**src/rtl/lsu_misalign.sv**
```systemverilog
// Load/store front end for the data memory: aligned accesses pass straight through,
// misaligned loads become two word reads and misaligned stores become a run of byte writes.
module lsu_misalign #(
    parameter int DM_ADDRESS = 9,
    parameter int DATA_W     = 32
) (
    input  logic                  clk,
    input  logic                  rst_n,
    input  logic                  req_valid,
    input  logic                  req_read,
    input  logic                  req_write,
    input  logic [31:0]           req_addr,
    input  logic [DATA_W-1:0]     req_wdata,
    input  logic [2:0]            req_funct3,
    output logic                  mem_read,
    output logic                  mem_write,
    output logic [DM_ADDRESS-1:0] mem_addr,
    output logic [DATA_W-1:0]     mem_wdata,
    output logic [2:0]            mem_funct3,
    input  logic [DATA_W-1:0]     mem_rdata,
    output logic                  stall,
    output logic                  ld_valid,
    output logic [DATA_W-1:0]     ld_data
);

    localparam int         WORD_BYTES = DATA_W / 8;
    localparam int         CNT_W      = $clog2(WORD_BYTES);
    localparam logic [2:0] F3_SB      = 3'b000;
    localparam logic [2:0] F3_LW      = 3'b010;

    typedef enum logic [1:0] {
        IDLE,
        LD_HI,
        ST_BYTE
    } state_t;

    state_t                state_q, state_d;
    logic [CNT_W-1:0]      cnt_q, cnt_d;
    logic [DATA_W-1:0]     lo_buf_q, lo_buf_d;
    logic [DATA_W-1:0]     wdata_q, wdata_d;
    logic [DM_ADDRESS-1:0] addr_q, addr_d;
    logic [2:0]            funct3_q, funct3_d;

    function automatic logic is_misaligned(input logic [2:0] f3, input logic [1:0] off);
        case (f3[1:0])
            2'b00:   return 1'b0;
            2'b01:   return off == 2'b11;
            default: return off != 2'b00;
        endcase
    endfunction

    // Only byte and half codes carry an unsigned flag; every other code is a full word.
    function automatic logic [DATA_W-1:0] extend_load(input logic [DATA_W-1:0] raw,
                                                     input logic [2:0] f3);
        case (f3[1:0])
            2'b00:   return f3[2] ? {{(DATA_W-8){1'b0}}, raw[7:0]}
                              : {{(DATA_W-8){raw[7]}}, raw[7:0]};
            2'b01:   return f3[2] ? {{(DATA_W-16){1'b0}}, raw[15:0]}
                              : {{(DATA_W-16){raw[15]}}, raw[15:0]};
            default: return raw;
        endcase
    endfunction

    logic                  req_mis;
    logic [DM_ADDRESS-1:0] req_addr_dm;
    logic [DM_ADDRESS-1:0] lo_addr;
    logic [DM_ADDRESS-1:0] hi_addr;
    logic [DM_ADDRESS-1:0] st_addr;
    logic [2*DATA_W-1:0]   ld_pair;
    logic [DATA_W-1:0]     ld_raw;
    logic [7:0]            st_byte;
    logic                  st_last;
    logic                  unused_addr_hi;

    assign unused_addr_hi = ^req_addr[31:DM_ADDRESS];
    assign req_addr_dm    = req_addr[DM_ADDRESS-1:0];
    assign req_mis        = req_valid & is_misaligned(req_funct3, req_addr[1:0]);
    assign lo_addr        = {addr_q[DM_ADDRESS-1:2], 2'b00};
    assign hi_addr        = lo_addr + DM_ADDRESS'(4);
    assign st_addr        = addr_q + DM_ADDRESS'(32'(cnt_q) + 1);
    assign ld_pair        = {mem_rdata, lo_buf_q};
    assign ld_raw         = DATA_W'(ld_pair >> (8 * int'(addr_q[1:0])));
    assign st_byte        = 8'(wdata_q >> (8 * (int'(cnt_q) + 1)));
    assign st_last        = (funct3_q[1:0] == 2'b01) ? (cnt_q == '0)
                                                     : (cnt_q == CNT_W'(WORD_BYTES - 2));

    always_ff @(posedge clk or negedge rst_n) begin
        if (!rst_n) begin
            state_q  <= IDLE;
            cnt_q    <= '0;
            lo_buf_q <= '0;
            wdata_q  <= '0;
            addr_q   <= '0;
            funct3_q <= '0;
        end else begin
            state_q  <= state_d;
            cnt_q    <= cnt_d;
            lo_buf_q <= lo_buf_d;
            wdata_q  <= wdata_d;
            addr_q   <= addr_d;
            funct3_q <= funct3_d;
        end
    end

    always_comb begin
        state_d    = state_q;
        cnt_d      = cnt_q;
        lo_buf_d   = lo_buf_q;
        wdata_d    = wdata_q;
        addr_d     = addr_q;
        funct3_d   = funct3_q;
        mem_read   = req_read;
        mem_write  = req_write & ~req_read;
        mem_addr   = req_addr_dm;
        mem_wdata  = req_wdata;
        mem_funct3 = req_funct3;
        stall      = 1'b0;
        ld_valid   = req_valid & req_read;
        ld_data    = mem_rdata;

        case (state_q)
            IDLE: begin
                if (req_mis && req_read) begin
                    mem_read   = 1'b1;
                    mem_write  = 1'b0;
                    mem_addr   = {req_addr_dm[DM_ADDRESS-1:2], 2'b00};
                    mem_funct3 = F3_LW;
                    stall      = 1'b1;
                    ld_valid   = 1'b0;
                    lo_buf_d   = mem_rdata;
                    addr_d     = req_addr_dm;
                    funct3_d   = req_funct3;
                    state_d    = LD_HI;
                end else if (req_mis && req_write) begin
                    mem_read   = 1'b0;
                    mem_write  = 1'b1;
                    mem_wdata  = {{(DATA_W-8){1'b0}}, req_wdata[7:0]};
                    mem_funct3 = F3_SB;
                    stall      = 1'b1;
                    ld_valid   = 1'b0;
                    addr_d     = req_addr_dm;
                    wdata_d    = req_wdata;
                    funct3_d   = req_funct3;
                    cnt_d      = '0;
                    state_d    = ST_BYTE;
                end
            end
            LD_HI: begin
                mem_read   = 1'b1;
                mem_write  = 1'b0;
                mem_addr   = hi_addr;
                mem_wdata  = '0;
                mem_funct3 = F3_LW;
                ld_valid   = 1'b1;
                ld_data    = extend_load(ld_raw, funct3_q);
                state_d    = IDLE;
            end
            ST_BYTE: begin
                mem_read   = 1'b0;
                mem_write  = 1'b1;
                mem_addr   = st_addr;
                mem_wdata  = {{(DATA_W-8){1'b0}}, st_byte};
                mem_funct3 = F3_SB;
                ld_valid   = 1'b0;
                cnt_d      = cnt_q + CNT_W'(1);
                stall      = ~st_last;
                if (st_last) begin
                    state_d = IDLE;
                end
            end
            default: state_d = IDLE;
        endcase
    end

endmodule

```
**config.mk**
```make
export PLATFORM = sky130hd
export DESIGN_NAME = lsu_misalign
export DESIGN_NICKNAME = d
export VERILOG_FILES = /design/src/rtl/lsu_misalign.sv
export SDC_FILE = /design/constraint.sdc
export NUM_CORES = 1
export LEC_CHECK = 0
export CAP_MARGIN = 20
export CORE_ASPECT_RATIO = 0.5
export CORE_MARGIN = 5
export CORE_UTILIZATION = 48
export CTS_BUF_LIST = sky130_fd_sc_hd__clkbuf_2 sky130_fd_sc_hd__clkbuf_4 sky130_fd_sc_hd__clkbuf_8
export CTS_CLUSTER_SIZE = 20
export DETAILED_ROUTE_END_ITERATION = 8
export PLACE_DENSITY = 0.84
export SLEW_MARGIN = 0
export SYNTH_ARGS = -nofsm -noshare
export SYNTH_HDL_FRONTEND = slang
export SYNTH_SLANG_ARGS = --single-unit
```
**constraint.sdc**
```tcl
create_clock -name clk -period 3.5 [get_ports clk]
set_input_delay 0.35 -clock clk [delete_from_list [all_inputs] [get_ports clk]]
set_output_delay 0.35 -clock clk [all_outputs]
set_load 0.05 [all_outputs]
```
==> metrics.md, run 1 <==
| Metric | Value |
|---|---|
| Run status | finished, final reports clean |
| Slew HR | approximately half |
| Hold WC Path Type | reg2reg |
| Distinct cells, synth | between 40 and 50 |
| # rows | 27 |
| Later-pin clock latency in the skew report | approximately 360 ps |
| Pwr Total | slightly below 0.007 W |
| Cell Area, Synth | between 5000 and 6000 µm² |
| Area occupied by multi-input gates | around 3400 µm² |
| Die area | 13800 µm² |
| Least-Margin Pin Slew | between 700 and 800 ps |
| Global-route usage over all layers | 23.4% |
| Via-to-Cell Ratio | approximately 6.0 |
| Reg2reg start | state_q[1] |
| Synth top area cells | dfrtp_1, mux2_4, mux4_2 |
| PD cells | between 800 and 900 nW/µm² |
| Worst vdd ir | roughly 0.47 mV |
| Net Count, Synth | 626 |
| H-tree depth | 3 |
| Vias post-DR | 4868 |
| Mapped Cells | ~500 |
| Slew Viols, Final | 0 |
| Num CTS Buffers | 9 |
| Port buffer count | 160 |
| First-pass GRT wire length | around 26 mm |
| TritonCTS clock tree | done |
| Share of cells above drive strength 1 | between 30% and 40% |
| Max clock buf depth | 2 |
| Initial Utilization | around half |
| Worst Path Required | between 3000 and 4000 ps |
| Hold Vio Cnt, Final | 0 |
| Root Buffer | clkbuf_8 |
| Fin crit share | between 80 and 90% |
| Pleak | approximately 3.5 nW |
| Sink Count | 72 |
| Post-synth EDFFs | 0 |
| Final min period | a little over 3000 ps |
| Asr flop ratio synth | 100% |
| Pin count of the biggest net entering global routing | 50 |
| Grt total ovfl | 0 |
| Area grow syn2layout | 46.0% |
| DR iter-0 viols | 314 |
| Drt first pass iters | 5 |
| Synth warn | 0 |
| Vias in the first global route | 5154 |
| Die X | 161 µm |
| RSZ-0062 raised after global routing | false |
| Max Freq | between 0.3 and 0.4 GHz |
| Antenna Nets Post-Route | 0 |
| Die Ht | around 86 µm |
| Largest area contributor in the netlist | dfrtp_1 |
| Final Core Density | 72.2% |
| Synth top area share | between 30% and 40% |
| WS Path Type | reg2out |
| Setup WS post-layout | between 400 and 500 ps |
| Critical path endpoint | mem_addr[4] |
| Crit path DAT | ~2700 ps |
| Drt wl/cell | 19.9 µm |
| Final wirelength | between 15 and 20 mm |
| Post-synth top flop | dfrtp_1 |
| Fillers | between 700 and 800 |
| CP Launch Type | flop |
| Core region area | ~11000 µm² |
| Clk pin slew, worst setup/hold paths | 80 ps |
| Hold Crit Depth | 1 |
| Register area | roughly 1800 µm² |
| Fin nets | between 700 and 800 |
| I/O Pins | between 150 and 200 |
| Detailed placement HPWL | roughly 12 mm |
| Sequential share of the synthesized area | 32.9% |
| Worst setup path startpoint | cnt_q[0] |
| Residual DRC | 0 |
| Worst-path fanout max | 19 |
| N_diodes | 0 |
| Initial antenna violation count | 0 |
| Crit end category | output port |
| Setup TNS | 0 ps |
| R2R cell count | 5 |
| Post-CTS setup repair buffer count | 0 |
| Synth Register Bits | 72 |
| Pre-CTS setup slack | approximately 560 ps |
| Final setup violation count | 0 |
| Max-cap violations | 0 |
| RePlAce Congestion | 0.872 |
| Smallest hold slack | 520 ps |
| Reg-to-reg endpoint | lo_buf_q[28] |
| Layout Skew | about 12 ps |
| R2R setup slack | a little over 1000 ps |
| Synthesized area per cell | around 11 µm² |
worst min path at each step:
stage / to / startpoint / slack [ps]
3_5_place_dp: lo_buf_q[20] / rst_n / 370
4_1_cts: lo_buf_q[22] / rst_n / 520
6_report: lo_buf_q[0] / lo_buf_q[0] / 520
2_1_floorplan: addr_q[0] / rst_n / 50
5_1_grt: lo_buf_q[6] / lo_buf_q[6] / 520
3_3_place_gp: lo_buf_q[20] / rst_n / 360
flip-flops by register name (all words and copies together), names as in the netlist:
register and flops:
cnt_q 2, addr_q 9, state_q 2, wdata_q 24
lo_buf_q 32, funct3_q 3
where the power goes:
part           leakage, nW  switching (W)  internal, W
Combinational         2.52        0.00212      0.00214
Clock                0.116       0.000324     0.000479
Sequential           0.854       0.000445      0.00122
routing by layer:
metal	global-route usage [%]	part of all wire (%)	vias up
met5	0	0	-
met4	6.97	1.6	0
met3	6.87	8.4	25
met2	41.4	50	237
met1	28.2	40	2404
li1	-	-	2202
per-stage QoR:
stage / cell area (µm²) / instances
after floorplan: 5480 / 515
after global placement: 7750 / 791
after detailed placement: 7750 / 791
after CTS: 8000 / 807
after global routing: 8000 / 807
final: 8000 / 807
layout make-up:
cell class	count	area share, %
multi-input cells	388	42.1
inverters	9	0.422
repair buffers	178	29.7
clock inverters	5	1.33
clock buffers	10	1.64
flip-flops and latches	72	22.5
well taps	145	2.27
cell usage in the layout (no fill, tap or decap), types with 19 or more instances in the layout:
cell type,synthesis,routed
buf_12,5,65
nor2_1,21,21
o21ai_0,28,27
buf_4,0,19
mux4_2,30,30
mux2_4,49,49
a21boi_0,26,26
dfrtp_1,72,70
nand3_1,45,45
mux2_2,20,20
nand2_1,58,58
clkdlybuf4s50_1,0,92
synth_stat cells, types with 3 or more instances:
| cell type | count |
|---|---|
| nand2b_1 | 5 |
| o211ai_1 | 12 |
| inv_1 | 9 |
| mux2_4 | 49 |
| a31oi_1 | 3 |
| nand3_1 | 45 |
| buf_1 | 4 |
| clkbuf_1 | 24 |
| mux2_2 | 20 |
| nand3b_1 | 10 |
| dfrtp_1 | 72 |
| a32oi_1 | 3 |
| mux4_2 | 30 |
| nand4_1 | 4 |
| a21oi_1 | 14 |
| or3_1 | 4 |
| nor2_1 | 21 |
| buf_2 | 11 |
| o21ai_0 | 28 |
| nor2b_1 | 5 |
| mux2i_1 | 13 |
| a21boi_0 | 26 |
| ha_1 | 6 |
| buf_12 | 5 |
| nand2_1 | 58 |
critical path, stage by stage, from the launching register on:
cell and delay, ps:
dfrtp_1 340, buf_4 230, inv_1 140, ha_1 230, fa_1 430, inv_1 130
a21oi_1 80, a211o_1 300, a32oi_1 320, buf_12 190
cells by family after synthesis:
logic type               after synthesis  share of synthesized area, %
AND/OR/NAND/NOR                      158                          13.7
multiplexers                         112                          32.2
AO/OA/AOI/OAI                        107                          13.1
flip-flops                            72                          32.9
buffers and inverters                 55                          5.77
adder cells (fa/ha/maj)                9                          2.10
XOR/XNOR                               2                         0.320
what timing repair did:
action	4_1_cts	5_1_grt
setup endpoints to repair	0	1
hold endpoints to repair	23	0
resized for setup	0	1
hold buffers	1	0
(Power assumes the default switching activity.)
==> run 2: changes to the inputs <==
--- a/config.mk
+++ b/config.mk
@@ -5,14 +5,15 @@
 export SDC_FILE = /design/constraint.sdc
 export NUM_CORES = 1
 export LEC_CHECK = 0
+export ABC_AREA = 1
 export CAP_MARGIN = 20
 export CORE_ASPECT_RATIO = 0.5
 export CORE_MARGIN = 5
-export CORE_UTILIZATION = 48
+export CORE_UTILIZATION = 47
 export CTS_BUF_LIST = sky130_fd_sc_hd__clkbuf_2 sky130_fd_sc_hd__clkbuf_4 sky130_fd_sc_hd__clkbuf_8
 export CTS_CLUSTER_SIZE = 20
 export DETAILED_ROUTE_END_ITERATION = 8
-export PLACE_DENSITY = 0.84
+export PLACE_DENSITY = 0.83
 export SLEW_MARGIN = 0
 export SYNTH_ARGS = -nofsm -noshare
 export SYNTH_HDL_FRONTEND = slang
==> run 2 against run 1 <==
Synthesized area is 3.4% lower. Routed wire length is 11% higher. Critical path type unchanged. Worst setup slack better by 4.6 ps. Highest routed layer unchanged. Non-clock buffer count is 4 lower. Sequential power is 9% lower. Via count is 28% higher. Critical endpoint is now mem_addr[6].
==> metrics.md, run 2 <==
| Metric | Value |
|---|---|
| Synth top area share | approximately 34% |
| Residual DRC | 0 |
| Later-pin clock latency in the skew report | 350 ps |
| RSZ-0062 raised after global routing | false |
| PD cells | about 860 nW/µm² |
| Critical path depth | 6 |
| Initial antenna violation count | 0 |
| Global-route usage over all layers | between 20% and 30% |
| Fin nets | 1069 |
| Final wirelength | approximately 18 mm |
| Vias post-DR | between 6k and 7k |
| Synthesized area per cell | roughly 6.4 µm² |
| Cell-internal power | approximately 0.0030 W |
| Fillers | approximately 960 |
| Post-synth top flop | dfrtp_1 |
| Port buffer count | 160 |
| Synth top area cells | dfrtp_1, nand2_1, nand3_1 |
| Largest area contributor in the netlist | dfrtp_1 |
| Sw Share | between 50% and 60% |
| Register area | 1800 µm² |
| Max-cap violations | 0 |
| Flop pwr share | 23.8% |
| First-pass GRT wire length | roughly 30 mm |
| Sequential share of the synthesized area | about a third |
| Gates resized, CTS repair | 0 |
| Hold WC Path Type | in2async |
| N_diodes | 0 |
| Via-to-Cell Ratio | approximately 5.6 |
| Vias in the first global route | slightly above 6k |
| Worst vdd ir | around 0.4 mV |
| Number of flip-flops under the largest register name | 32 |
| Count leader, synth | nand2_1 |
| I/O Pins | ~180 |
| Final min period | 3080 ps |
| Distinct cells, synth | 32 |
| Hold Vio Cnt, Final | 0 |
| Die Ht | ~85 µm |
| Post-Layout Inst Area | approximately 7400 µm² |
| WS Path Type | reg2out |
| Worst Path Required | ~3200 ps |
| Critical path cell sequence | inv_1, fa_1, nor2_1, a21oi_1, o211ai_1, buf_12 |
| Net Count, Synth | around 940 |
| Pleak | roughly 3.5 nW |
| Critical-path top delay cell | dfrtp_1 |
| Post-DP Area | a little over 7000 µm² |
| Num CTS Buffers | 9 |
| Die area | approximately 14000 µm² |
| Slew HR | between 30% and 40% |
| Detailed placement HPWL | roughly 12 mm |
| Layout Skew | roughly 8.3 ps |
| Clock power share | approximately 11% |
| Largest registers | lo_buf_q x32, wdata_q x24, addr_q x9 |
| DR iter-0 viols | roughly 750 |
| Grt total ovfl | 0 |
| Synth warn | 0 |
| Max Freq | 0.324 GHz |
| Drt wl/cell | between 15 and 20 µm |
| Die X | roughly 160 µm |
| Psw | 0.00335 W |
| CTS Hold Bufs | 0 |
| Setup TNS | 0 ps |
| Post-synth EDFFs | 0 |
| Antenna Nets Post-Route | 0 |
| Most common cell after layout, fill and taps aside | nand2_1 |
| CP Launch Type | flop |
| Least-Margin Pin Slew | 954 ps |
| Synth top cells by count | nand2_1, nand3_1, dfrtp_1 |
| Drt first pass iters | 6 |
| TritonCTS clock tree | done |
| Combinational share of power | about 65% |
| RePlAce Congestion | about 0.90 |
| Bufs and invs on worst path | 2 |
| Sink Count | slightly above 70 |
| Core region area | 11000 µm² |
| Fin crit share | 88.1% |
| Crit path largest cell delay | ~590 ps |
| Delay-heaviest family, CP | flip-flops |
| H-tree depth | 3 |
| Asr flop ratio synth | between 90% and 100% |
| Synth Register Bits | slightly above 70 |
| Pin count of the biggest net entering global routing | 73 |
| Area occupied by multi-input gates | 3120 µm² |
| R2R cell count | 6 |
| Final setup violation count | 0 |
| # rows | 27 |
| Initial Utilization | roughly half |
| Share of cells above drive strength 1 | about an eighth |
| Root Buffer | clkbuf_8 |
| Mapped Cells | 827 |
| Most frequent cells in the layout | nand2_1, nand3_1, clkdlybuf4s50_1, dfrtp_1, o21ai_0 |
| Area grow syn2layout | 39.9% |
| Crit path DAT | roughly 2700 ps |
| Worst-path fanout max | 12 |
| Largest Register | lo_buf_q |
| Run status | finished, final reports clean |
| Slew Viols, Final | 0 |
| Max clock buf depth | 2 |
| Crit end category | output port |
| Cell Area, Synth | roughly 5300 µm² |
| Post-CTS setup repair buffer count | 0 |
| Clk pin slew, worst setup/hold paths | ~80 ps |
## run 2: worst reg2reg max path: cells and delay by family, from the launching register on
| family | cells | cell delay, ps |
|---|---|---|
| buffers and inverters | 1 | 290 |
| flip-flops | 1 | 450 |
| AND/OR/NAND/NOR | 5 | 1020 |
## run 2: routing by layer
metal | vias to the layer above | track usage, % | part of all wire, %
met2 | 329 | 43.5 | 47
li1 | 3002 | - | -
met1 | 2883 | 34.4 | 41
met3 | 41 | 6.36 | 9.4
met4 | 0 | 7.26 | 1.9
met5 | - | 0 | 0
## run 2: power by group through the flow
stage	Combinational [W]	Clock [W]	Sequential, W
finish	0.00416	0.000700	0.00152
detailed placement	0.00412	0	0.00152
global placement	0.00404	0	0.00150
CTS	0.00414	0.000709	0.00151
floorplan	0.00279	0	0.00139
global route	0.00450	0.000752	0.00156
## run 2: cell families (layout without fill, tap and decap cells)
logic type,after synthesis,count (layout),synth area share (%)
compound gates,124,124,13.8
xor+xnor,1,1,0.165
fa+ha+maj,7,7,1.80
buf+inv,88,224,7.28
flops,72,72,34.0
simple gates,535,535,42.9
## run 2: path summary, 6_finish.rpt
check	startpoint	to	slack, ps
setup / recovery	cnt_q[1]	mem_addr[6]	420
setup reg to reg	state_q[0]	cnt_q[0]	1670
hold reg to reg	wdata_q[15]	wdata_q[15]	470
hold / removal	rst_n	wdata_q[13]	120
min in group clk	wdata_q[15]	wdata_q[15]	470
max in group asynchronous	rst_n	lo_buf_q[6]	2730
## run 2: per-stage QoR
| step | hold WS [ps] | util (%) | power, W | std cells | worst slack (ps) |
|---|---|---|---|---|---|
| finish | 119 | 67.3 | 0.00638 | 1108 | 417 |
| global route | 196 | 67.3 | 0.00681 | 1108 | 274 |
| CTS | 166 | 67.3 | 0.00636 | 1108 | 433 |
| detailed placement | 455 | 65.4 | 0.00564 | 1092 | 722 |
| global placement | 450 | 65.4 | 0.00554 | 1092 | 828 |
| floorplan | 54.4 | - | 0.00419 | 827 | 404 |
## run 2: area by class of cell
| cell class | instances | area share [%] |
|---|---|---|
| multi-input combinational | 667 | 42.0 |
| inverter | 34 | 1.72 |
| clock inverter | 5 | 0.743 |
| timing repair buffer | 174 | 26.7 |
| clock buffer | 11 | 2.04 |
| tap | 145 | 2.45 |
| sequential | 72 | 24.3 |
